$ cat src/rtl/gpio_in_conditioner.sv
// Purpose: per-channel GPIO input conditioning: sync, polarity fix, debounce, edge detect, sticky flags, irq.
// Latency: val_o follows a stable pin SyncStages+DebounceCycles clocks after capture (SyncStages+1 in bypass).
// Backpressure: none; free-running per-cycle pipeline, edges are held in sticky flags until cleared.
module gpio_in_conditioner #(
  parameter int              NumCh          = 16,
  parameter int              SyncStages     = 2,
  parameter int              DebounceCycles = 40000,
  parameter logic [NumCh-1:0] InvertMask    = '1,
  parameter int              CntWidth       = $clog2(DebounceCycles + 1)
) (
  input  logic             clk_sys_i,
  input  logic             rst_sys_ni,
  input  logic [NumCh-1:0] pins_i,
  input  logic [NumCh-1:0] debounce_en_i,
  input  logic [NumCh-1:0] rise_en_i,
  input  logic [NumCh-1:0] fall_en_i,
  input  logic [NumCh-1:0] clr_i,
  input  logic [NumCh-1:0] irq_en_i,
  output logic [NumCh-1:0] val_o,
  output logic [NumCh-1:0] rise_o,
  output logic [NumCh-1:0] fall_o,
  output logic [NumCh-1:0] sticky_o,
  output logic             irq_o
);

  // Terminal count: reaching it on a mismatch cycle means DebounceCycles
  // consecutive mismatches have been seen, so the new level is accepted.
  localparam logic [CntWidth-1:0] CntLast = CntWidth'(DebounceCycles - 1);

  logic [NumCh-1:0]    r_sync [SyncStages];
  logic [CntWidth-1:0] r_cnt  [NumCh];
  logic [CntWidth-1:0] w_cnt_nxt [NumCh];
  logic [NumCh-1:0]    r_val;
  logic [NumCh-1:0]    r_rise;
  logic [NumCh-1:0]    r_fall;
  logic [NumCh-1:0]    r_sticky;
  logic [NumCh-1:0]    w_s;
  logic [NumCh-1:0]    w_val_nxt;
  logic [NumCh-1:0]    w_sticky_nxt;

  // Synchroniser chain; resetting to InvertMask makes the corrected level 0.
  always_ff @(posedge clk_sys_i or negedge rst_sys_ni) begin
    if (!rst_sys_ni) begin
      for (int i = 0; i < SyncStages; i++) begin
        r_sync[i] <= InvertMask;
      end
    end else begin
      r_sync[0] <= pins_i;
      for (int i = 1; i < SyncStages; i++) begin
        r_sync[i] <= r_sync[i-1];
      end
    end
  end

  // Polarity-corrected synchronised level; the only input to the debouncer.
  assign w_s = r_sync[SyncStages-1] ^ InvertMask;

  // Debounce decision per channel: a matching cycle restarts the count, the
  // DebounceCycles-th consecutive mismatch accepts the new level.
  always_comb begin
    w_val_nxt = r_val;
    for (int i = 0; i < NumCh; i++) begin
      w_cnt_nxt[i] = '0;
      if (!debounce_en_i[i]) begin
        w_val_nxt[i] = w_s[i];
      end else if (w_s[i] != r_val[i]) begin
        if (r_cnt[i] == CntLast) begin
          w_val_nxt[i] = w_s[i];
        end else begin
          w_cnt_nxt[i] = r_cnt[i] + CntWidth'(1);
        end
      end
    end
  end

  // Set beats clear so an edge landing on the clear cycle is never lost.
  assign w_sticky_nxt = (r_sticky & ~clr_i) | (r_rise & rise_en_i) | (r_fall & fall_en_i);

  // Debounce counters, one per channel with no sharing.
  always_ff @(posedge clk_sys_i or negedge rst_sys_ni) begin
    if (!rst_sys_ni) begin
      for (int i = 0; i < NumCh; i++) begin
        r_cnt[i] <= '0;
      end
    end else begin
      for (int i = 0; i < NumCh; i++) begin
        r_cnt[i] <= w_cnt_nxt[i];
      end
    end
  end

  // Level, edge pulses and sticky flags; pulses coincide with the first
  // cycle the new level is visible.
  always_ff @(posedge clk_sys_i or negedge rst_sys_ni) begin
    if (!rst_sys_ni) begin
      r_val    <= '0;
      r_rise   <= '0;
      r_fall   <= '0;
      r_sticky <= '0;
    end else begin
      r_val    <= w_val_nxt;
      r_rise   <= w_val_nxt & ~r_val;
      r_fall   <= ~w_val_nxt & r_val;
      r_sticky <= w_sticky_nxt;
    end
  end

  assign val_o    = r_val;
  assign rise_o   = r_rise;
  assign fall_o   = r_fall;
  assign sticky_o = r_sticky;
  // Combinational so masking takes effect immediately without touching sticky.
  assign irq_o    = |(r_sticky & irq_en_i);

endmodule
$ cat config.mk
export PLATFORM = sky130hd
export DESIGN_NAME = gpio_in_conditioner
export DESIGN_NICKNAME = d
export VERILOG_FILES = /design/src/rtl/gpio_in_conditioner.sv
export SDC_FILE = /design/constraint.sdc
export NUM_CORES = 1
export LEC_CHECK = 0
export ABC_CLOCK_PERIOD_IN_PS = 2900
export CAP_MARGIN = 20
export CORE_UTILIZATION = 55
export CTS_CLUSTER_SIZE = 10
export DETAILED_ROUTE_END_ITERATION = 10
export GPL_TIMING_DRIVEN = 0
export PLACE_DENSITY = 0.77
export REMOVE_ABC_BUFFERS = 1
export SLEW_MARGIN = 0
export SYNTH_ARGS = -nofsm -noshare
export SYNTH_HDL_FRONTEND = slang
export SYNTH_SLANG_ARGS = --single-unit
$ cat constraint.sdc
create_clock -name clk_sys_i -period 2.9 [get_ports clk_sys_i]
set_clock_uncertainty 0.1 [all_clocks]
set_input_delay 0.435 -clock clk_sys_i [delete_from_list [all_inputs] [get_ports clk_sys_i]]
set_output_delay 0.435 -clock clk_sys_i [all_outputs]
set_load 0.02 [all_outputs]
* Word level (Yosys, flattened, before mapping) *
Cells that the tools add are included.

storage, ports and cells
  register bits after elaboration = 352
  bits in latches = 0
  bits in writable memories = 0
  bits in read-only memories = 0
  bits of input ports = 98
  output and inout port bits = 65
  logic and storage cells = 179
  memories kept = 0

cells by class
  add/subtract/negate cells = 16
  multipliers = 0
  div/mod/pow operators = 0
  magnitude comparators = 0
  equality and inequality tests = 32
  shift operators = 0
  muxes and demuxes = 96
  bitwise operators = 12
  reduce and logical (&&, ||, !) cells = 1

operators by type and width
  operator                 number
  $mux W16                 48
  $add A16 B1 Y16 const B  16
  $eq A16 B16 Y1 const B   16
  $and A16 B16 Y16         6
  $not A16 Y16             4
  $mux W1                  48
  $or A16 B16 Y16          2
  $ne A1 B1 Y1             16
  $reduce_or A16 Y1        1

* Depth between registers and ports, before layout *
  word-level depth = 6
  gate-level depth with buffers = 7
  mapped depth without buffers = 5

* Worst setup path before layout *
Ideal clock, no wire load.

  path type = flip-flop to flip-flop
  from = reg r_cnt[96] in the netlist's numbering
  to = reg r_cnt[106] in the netlist's numbering
  library setup time = 119 ps
  data arrival time = 1833 ps
  required time = 2681 ps
  path slack = 848 ps
  cell stages (with the launch flop) = 7
  buffers on the path = 1
  period minus slack after synthesis = 2052 ps
  cells stage by stage = dfrtp_1 > ha_1 > or4b_1 > or4_1 > nand3_2 > buf_6 > nor2_1

RTL lines
  element                            RTL line  RTL
  from (decl)                        31        logic [CntWidth-1:0] r_cnt [NumCh];
  from (signal, indexed assignment)  87        r_cnt[i] <= w_cnt_nxt[i];

* Worst setup path after layout *
  from = reg r_sticky[6] (netlist: sticky_o[6])
  to = out irq_o

on the way
  word-level cells in the longest chain between the ends = 2

RTL lines
  element                 RTL line  RTL
  from (decl)             36        logic [NumCh-1:0] r_sticky;
  from (signal assigned)  104       r_sticky <= w_sticky_nxt;
  $and A16 B16 Y16        113       assign irq_o = |(r_sticky & irq_en_i);
  $reduce_or A16 Y1       113
  to (decl)               23        output logic irq_o

No other way between the ends.

==> results.md <==
| Step | Parameter | Value |
|:---|:---|:---|
| status | Run status | complete, no violations |
| critical path | CP Class | reg2out |
| sta | Post-route clock period utilization | 94.7% |
| place | Detailed placer's ending HPWL | 20,400 um |
| global routing | Number of global-route vias before repair | 11,500 |
| synth | Mean post-synth cell area | 10.4 um^2 |
| place | Post-placement cell count | 2,069 |
| critical path | Critical R2R Capture | r_cnt[226] |
| synth | Portion of synthesized cell area occupied by the leading cell type | 49.9% |
| floorplanning | Area of the die | 29,900 um^2 |
| min path | Type of the worst min-delay path | in2reg |
| power and ir drop | Leakage component of the power | 7.62 nW |
| route | First-pass DRT Iterations | 5 |
| critical path | Crit path launch type | flop |
| run | Number of maximum-capacitance violations | 0 |
| sta | Final setup violation count | 0 |
| critical path | CP Max Fanout | 3 |
| sta | Worst rel slew slack | 31.1% |
| clock tree | Number of CTS-inserted buffers | 42 |
| cells and area | Share of final-layout standard cells stronger than drive strength 1 | 6.41% |
| synth | Synth Register Bits | 352 |
| critical path | Worst reg-to-reg setup slack | 0.36 ns |
| floorplanning | Chip width | 173 um |
| critical path | Worst Reg2Reg Path Length in Cells | 5 |
| global routing | Layer with the highest usage | met2 |
| global routing | GR Util All Layers | 21.1% |
| critical path | Data required, critical path | 2.37 ns |
| synth | Fraction of registers with async set/reset | 100% |
| sta | Worst Max-Slew Pin Slew | 1.03 ns |
| global routing | Antenna violations before repair | 0 |
| synth | Top FF cell, synth | dfrtp_1 |
| clock tree | Root buffer cell | clkbuf_16 |
| cells and area | Number of antenna repair diodes | 0 |
| synth | Top cells by area, synth | dfrtp_1 50%, xnor2_1 9.7%, nor2_1 6.9%, dfstp_2 5.2%, nand4_1 3.3% |
| clock tree | Register clock-pin slew on the reported worst setup and hold paths | 0.06 ns |
| clock tree | H-tree levels | 2 |
| place | Final RePlAce weighted congestion | 0.843 |
| global routing | Total congestion overflow after global routing | 0 |
| sta | Max Fclk | 364 MHz |
| cells and area | Non-filler cells, final | 2,147 |
| global routing | Met1 layer usage reported by global route | 28.5% |
| clock tree | Number of clock sinks seen by CTS | 352 |
| power and ir drop | Worst voltage drop across the vdd grid | 0.381 mV |
| route | Detailed Route WL | 30,700 um |
| route | Via-to-Cell Ratio | 5.41 |
| cells and area | Area growth syn-to-layout | 20.5% |
| synth | Number of cells produced by synthesis | 1,549 |
| synth | Mapped Area | 16,100 um^2 |
| route | Total via count after detailed routing | 11,600 |
| place | Quantity of I/O buffers inserted on ports | 162 |
| sta | Tightest hold margin | 0.210 ns |
| critical path | Capture point of the worst path | irq_o |
| route | Residual DRC | 0 |
| floorplanning | Number of placement rows | 62 |
| global routing | Met2 Track Usage GR | 34.8% |
| floorplanning | Number of top-level pins | 163 |
| route | Remaining number of nets flagged by the antenna check after routing | 0 |
| critical path | Launching instance or port of the critical path | sticky_o[6] |
| clock tree | Max Buffers Root-to-Sink | 3 |
| clock tree | Post-CTS Repair Setup Buffers | 0 |
| synth | Number of flops mapped to enable cells by yosys | 0 |
| floorplanning | Die Height | 173 um |
| power and ir drop | Power density cells | 562 nW/um^2 |
| global routing | Met3 Track Usage GR | 3.43% |
| synth | Count of synthesis-stage warnings from yosys | 0 |
| critical path | Critical path data arrival time | 2.21 ns |
| floorplanning | Initial Util | 55.9% |
| global routing | First-pass GRT wire length | 53,300 um |
| route | Drt wl/cell | 14.3 um |
| global routing | Maximum number of pins on one net before global-route repair | 128 |
| sta | Number of failing hold endpoints at the final stage | 0 |
| cells and area | Post-layout nets | 1,845 |
| sta | Max Transition Viols Final | 0 |
| clock tree | TritonCTS clock tree | done |
| sta | RSZ-0062 raised after global routing | false |
| clock tree | Clock latency on the worst-skew pair | 0.52 ns |
| sta | Final critical-path required period | 2.75 ns |
| critical path | Startpoint of the worst register-to-register path | r_cnt[224] |
| synth | Part of the Yosys area used for sequential elements | 55.1% |
| route | First-iteration detailed-routing DRC count | 679 |
| floorplanning | Core area | 28,700 um^2 |
| critical path | Setup crit end kind | primary output |
| synth | Yosys top cell by area | dfrtp_1 |
| synth | Distinct cell type count of the synthesized netlist | 48 |
[layout make-up]
| class | count | area [um^2] |
|---|---|---|
| Timing Repair Buffer | 166 | 1700 |
| Fill cell | 2174 | 9360 |
| Tap cell | 384 | 480 |
| Clock buffer | 75 | 1260 |
| Multi-Input combinational cell | 1096 | 6780 |
| Clock inverter | 1 | 8.76 |
| Sequential cell | 352 | 8850 |
| Inverter | 73 | 274 |
[cells in the final DEF (no fill, tap or decap), drive strengths merged, types with 6 or more instances in the layout]
master / n
xor2: 52
clkdlybuf4s50: 161
dfstp: 32
clkbuf: 75
and2: 7
o21ai: 26
mux2i: 16
dfrtp: 320
or4b: 12
ha: 16
a22oi: 16
nor3: 43
nor2: 295
inv: 74
xnor2: 177
nand2: 72
or3: 13
and4: 9
nor4: 65
or4: 16
a211oi: 6
and3: 20
nand4: 87
a21oi: 9
nand3: 99
[Yosys cell counts (all sizes together) (7+ instances only)]
cell    count
dfrtp     320
nand2      72
a21oi       9
nor4       65
nor3       43
and2        7
ha         16
and3       20
or3        13
nand3      99
clkbuf      8
or4b       12
or4        16
buf        20
xor2       52
xnor2     177
nand4      87
inv        73
a22oi      16
o21ai      26
nor2      295
mux2i      16
and4        9
dfstp      32
[timing repair]
| action | in CTS | in global routing |
|---|---|---|
| endpoints found under the setup margin | 1 | 1 |
| resized for setup | 2 | 2 |
| hold buffers | 1 | 0 |
| endpoints found under the hold margin | 89 | 0 |
[sequential cells by signal, indices dropped and copies added (netlist names)]
signal and count:
fall_o 16, r_cnt 256, r_sync 32, rise_o 16
sticky_o 16, val_o 16
[routing by layer]
layer / up-vias / wire, um
li1: 5733 / -
met1: 5619 / 14000
met2: 210 / 14800
met3: 55 / 1190
met4: 0 / 742
met5: - / 0
[through the flow]
| step | setup TNS [ns] | area, um^2 | util (%) | setup WS (ns) | total power [mW] |
|---|---|---|---|---|---|
| detailed placement | -0.102 | 18000 | 62.8 | -0.102 | 6.11 |
| CTS | 0 | 19300 | 67.3 | 0.0388 | 11.0 |
| floorplan | 0 | 15900 | - | 0.769 | 5.60 |
| finish | 0 | 19300 | 67.4 | 0.153 | 10.9 |
| global placement | -4626.27 | 18000 | 62.6 | -13.58 | 6.08 |
| global route | 0 | 19300 | 67.4 | 0.0107 | 11.3 |
[where the power goes]
part | total, mW | internal [mW] | switching (mW)
clock | 4.84 | 2.92 | 1.93
sequential | 5.20 | 5.07 | 0.138
combinational | 0.826 | 0.371 | 0.455
[how the worst min path moves through the flow]
stage,from,slack (ns),cells after the start,endpoint
after detailed placement,r_sync[25],0.25,0,r_sync[9]
after global placement,r_sync[20],0.25,0,r_sync[4]
after floorplan,rst_sys_ni,0.04,0,fall_o[0]
final,pins_i[9],0.21,1,r_sync[25]
after global routing,pins_i[7],0.20,1,r_sync[23]
after CTS,pins_i[9],0.19,1,r_sync[25]
[critical path, cell delays in order (launching register included)]
cell and delay (ns):
dfrtp_1 0.40, a22o_1 0.30, a221oi_4 0.30, nand4_1 0.13
clkdlybuf4s50_1 0.56
[logic make-up after synthesis]
logic type | synth area share (%)
AOI/OAI and AO/OA | 3.09
xor gates and xnor gates | 12.5
adders and majority gates | 1.25
DFF | 55.1
muxes | 0.998
and+or+nand+nor | 24.2
buffers and inverters | 2.88
Note: power is estimated with default switching activity, not from simulation.
==> RTL edit: new RTL, config.mk and constraints unchanged <==
Put one more register stage on the output `val_o`, without a reset. The value now appears one clock later. The other outputs are not delayed to match. Comments in the files are not updated.
--- a/src/rtl/gpio_in_conditioner.sv
+++ b/src/rtl/gpio_in_conditioner.sv
@@ -107,3 +107,5 @@
 
-  assign val_o    = r_val;
+  always_ff @(posedge clk_sys_i) begin
+    val_o <= r_val;
+  end
   assign rise_o   = r_rise;
Behaviour: not the same (Yosys sat finds a counterexample within 4 cycles, from zero or initial values and one cycle with rst_sys_ni low).
==> RTL edit against the original RTL <==
Sequential cell count up 16. Routed wire length up 2.2%. Total power up 2.1%. Design area up 1.5%. Worst setup slack better by 0.0098 ns. Core utilization up 0.31 points. Non-clock buffer count unchanged. Area after synthesis up 2.0%. Critical path depth unchanged. Critical path type unchanged. Critical endpoint unchanged.
==> RTL edit: results (changes against the original RTL) <==
via count normalized by instance count: 5.43 (was 5.41)
number of buffers on the longest clock path: 3 (unchanged)
maximum net fanout on the critical path: 3 (unchanged)
cell depth of the worst hold path: 1 (unchanged)
endpoint of the worst hold-timing path: r_sync[17] (was r_sync[25])
switching share of power: 22.8% (was 23.2%)
commonest cells in the synthesized netlist: sky130_fd_sc_hd__dfrtp_1 (320), sky130_fd_sc_hd__nor2_1 (295), sky130_fd_sc_hd__xnor2_1 (177) (unchanged)
clock tree root driver cell: sky130_fd_sc_hd__clkbuf_16 (unchanged)
via count of the first global-routing pass: 11,600 (was 11,500)
layout cells sized above 1: 6.35% (was 6.41%)
Max H-tree Level: 2 (unchanged)
Routability Congestion: 0.853 (was 0.843)
Final nets: 1,862 (was 1,845)
register-to-register path setup slack: 0.38 ns (was 0.36 ns)
run status: finished clean (unchanged)
path category of the worst min-delay check: primary input to flip-flop (unchanged)
hpwl dp: 20,900 um (was 20,400 um)
worst rel slew slack: 34.0% (was 31.1%)
hold_sp: pins_i[1] (was pins_i[9])
Post-Route WL: 31,400 um (was 30,700 um)
global-route wire length before repair: 53,900 um (was 53,300 um)
worst hold-check slack: 0.223 ns (was 0.210 ns)
number of CTS-inserted buffers: 43 (was 42)
startpoint of the most critical register-to-register path: r_cnt[224] (unchanged)
endpoint of the most critical register-to-register path: r_cnt[232] (was r_cnt[226])
VDD IR max: 0.000366 V (was 0.000381 V)
Port Buffers: 162 (unchanged)
fill count: 2,157 (was 2,174)
longest individual stage delay on the worst path: 0.58 ns (was 0.56 ns)
synth warn: 0 (unchanged)
number of cell instances on the worst register-to-register path: 5 (unchanged)
iteration-0 DRC count of the detailed router: 917 (was 679)
required time of the critical path: 2.37 ns (about the same)
cell at the slowest stage of the critical path: sky130_fd_sc_hd__clkdlybuf4s50_1 (unchanged)
global routing usage summed across all routing layers: 21.1% (about the same)
Leak Pwr: 0.00774 uW (was 0.00762 uW)
Largest regs: r_cnt (256), r_sync (32) (unchanged)
clock latency of the later-clocked register in the worst-skew pair: 0.52 ns (about the same)
proportion of synthesized flip-flops having asynchronous set or reset: 95.7% (was 100%)
Setup Buffers After CTS: 0 (unchanged)
largest cells by area after synthesis: sky130_fd_sc_hd__dfrtp_1 (49%), sky130_fd_sc_hd__xnor2_1 (9.5%), sky130_fd_sc_hd__nor2_1 (6.8%) (was sky130_fd_sc_hd__dfrtp_1 (50%), sky130_fd_sc_hd__xnor2_1 (9.7%), sky130_fd_sc_hd__nor2_1 (6.9%))
post-synthesis cell type count: 49 (was 48)
largest net degree at the start of global routing: 125 (was 128)
number of optimization iterations in the first detailed-route pass: 5 (unchanged)
fraction of the yosys area taken by sequential cells: 56.0% (was 55.1%)
clock slew at the register clock pins of the worst setup and hold paths: 0.05 ns
-- RTL edit: worst max path at each step --
stage / from / endpoint / slack, ns
after detailed placement: irq_en_i[6] / irq_o / -0.12
after global placement: rst_sys_ni / r_cnt[69] / -13.53
final: sticky_o[15] / irq_o / 0.16
after global routing: sticky_o[5] / irq_o / 0.01
after CTS: sticky_o[15] / irq_o / 0.04
after floorplan: r_cnt[224] / r_cnt[226] / 0.77
-- RTL edit: routing by layer --
metal,vias to the layer above,wire length (um),track usage (%)
met3,42,1350,3.30
met5,-,0,0
met2,237,15100,35.0
li1,5762,-,-
met1,5694,14300,29.0
met4,0,569,5.58
-- RTL edit: through the flow --
stage / cell area [um2] / worst slack (ns) / setup TNS, ns / power [uW] / std cells
2_1_floorplan: 16200 / 0.769 / 0 / 5850 / 1537
3_3_place_gp: 18300 / -13.53 / -4607.82 / 6330 / 2083
3_5_place_dp: 18300 / -0.115 / -0.115 / 6360 / 2085
4_1_cts: 19600 / 0.0424 / 0 / 11200 / 2162
5_1_grt: 19600 / 0.0134 / 0 / 11600 / 2163
6_report: 19600 / 0.163 / 0 / 11100 / 2163
-- RTL edit: power groups by stage --
stage | combinational (uW) | sequential (uW) | clock [uW]
global route | 914 | 5470 | 5180
finish | 825 | 5450 | 4820
detailed placement | 828 | 5540 | 0
floorplan | 264 | 5590 | 0
CTS | 837 | 5450 | 4960
global placement | 798 | 5530 | 0
-- RTL edit: cell type report --
type	count	area, um2	share of cell area (%)
Timing Repair Buffer	166	1700	8.65
Clock inverter	2	12.5	0.0637
Multi-Input combinational cell	1096	6760	34.4
Sequential cell	368	9170	46.7
Tap cell	384	480	2.45
Inverter	73	274	1.39
Clock buffer	74	1240	6.34
-- RTL edit: logic make-up (layout without fill, tap and decap cells) --
family	after synthesis	after routing	share of synthesized area, %
mux	16	16	0.978
buf+inv	101	315	2.83
flops	368	368	56.0
xor+xnor	229	229	12.3
simple gates	763	763	23.7
compound gates	72	72	3.03
fa+ha+maj	16	16	1.22
-- RTL edit: critical path: cells and delay by family, from the launching register on --
kind | cells | cell delay, ns
simple gates | 1 | 0.13
buf+inv | 1 | 0.58
compound gates | 2 | 0.58
flops | 1 | 0.40
-- RTL edit: repair_timing --
item,CTS,global route
endpoints found under the hold margin,92,0
resized for setup,2,1
hold buffers,1,0
endpoints found under the setup margin,1,1
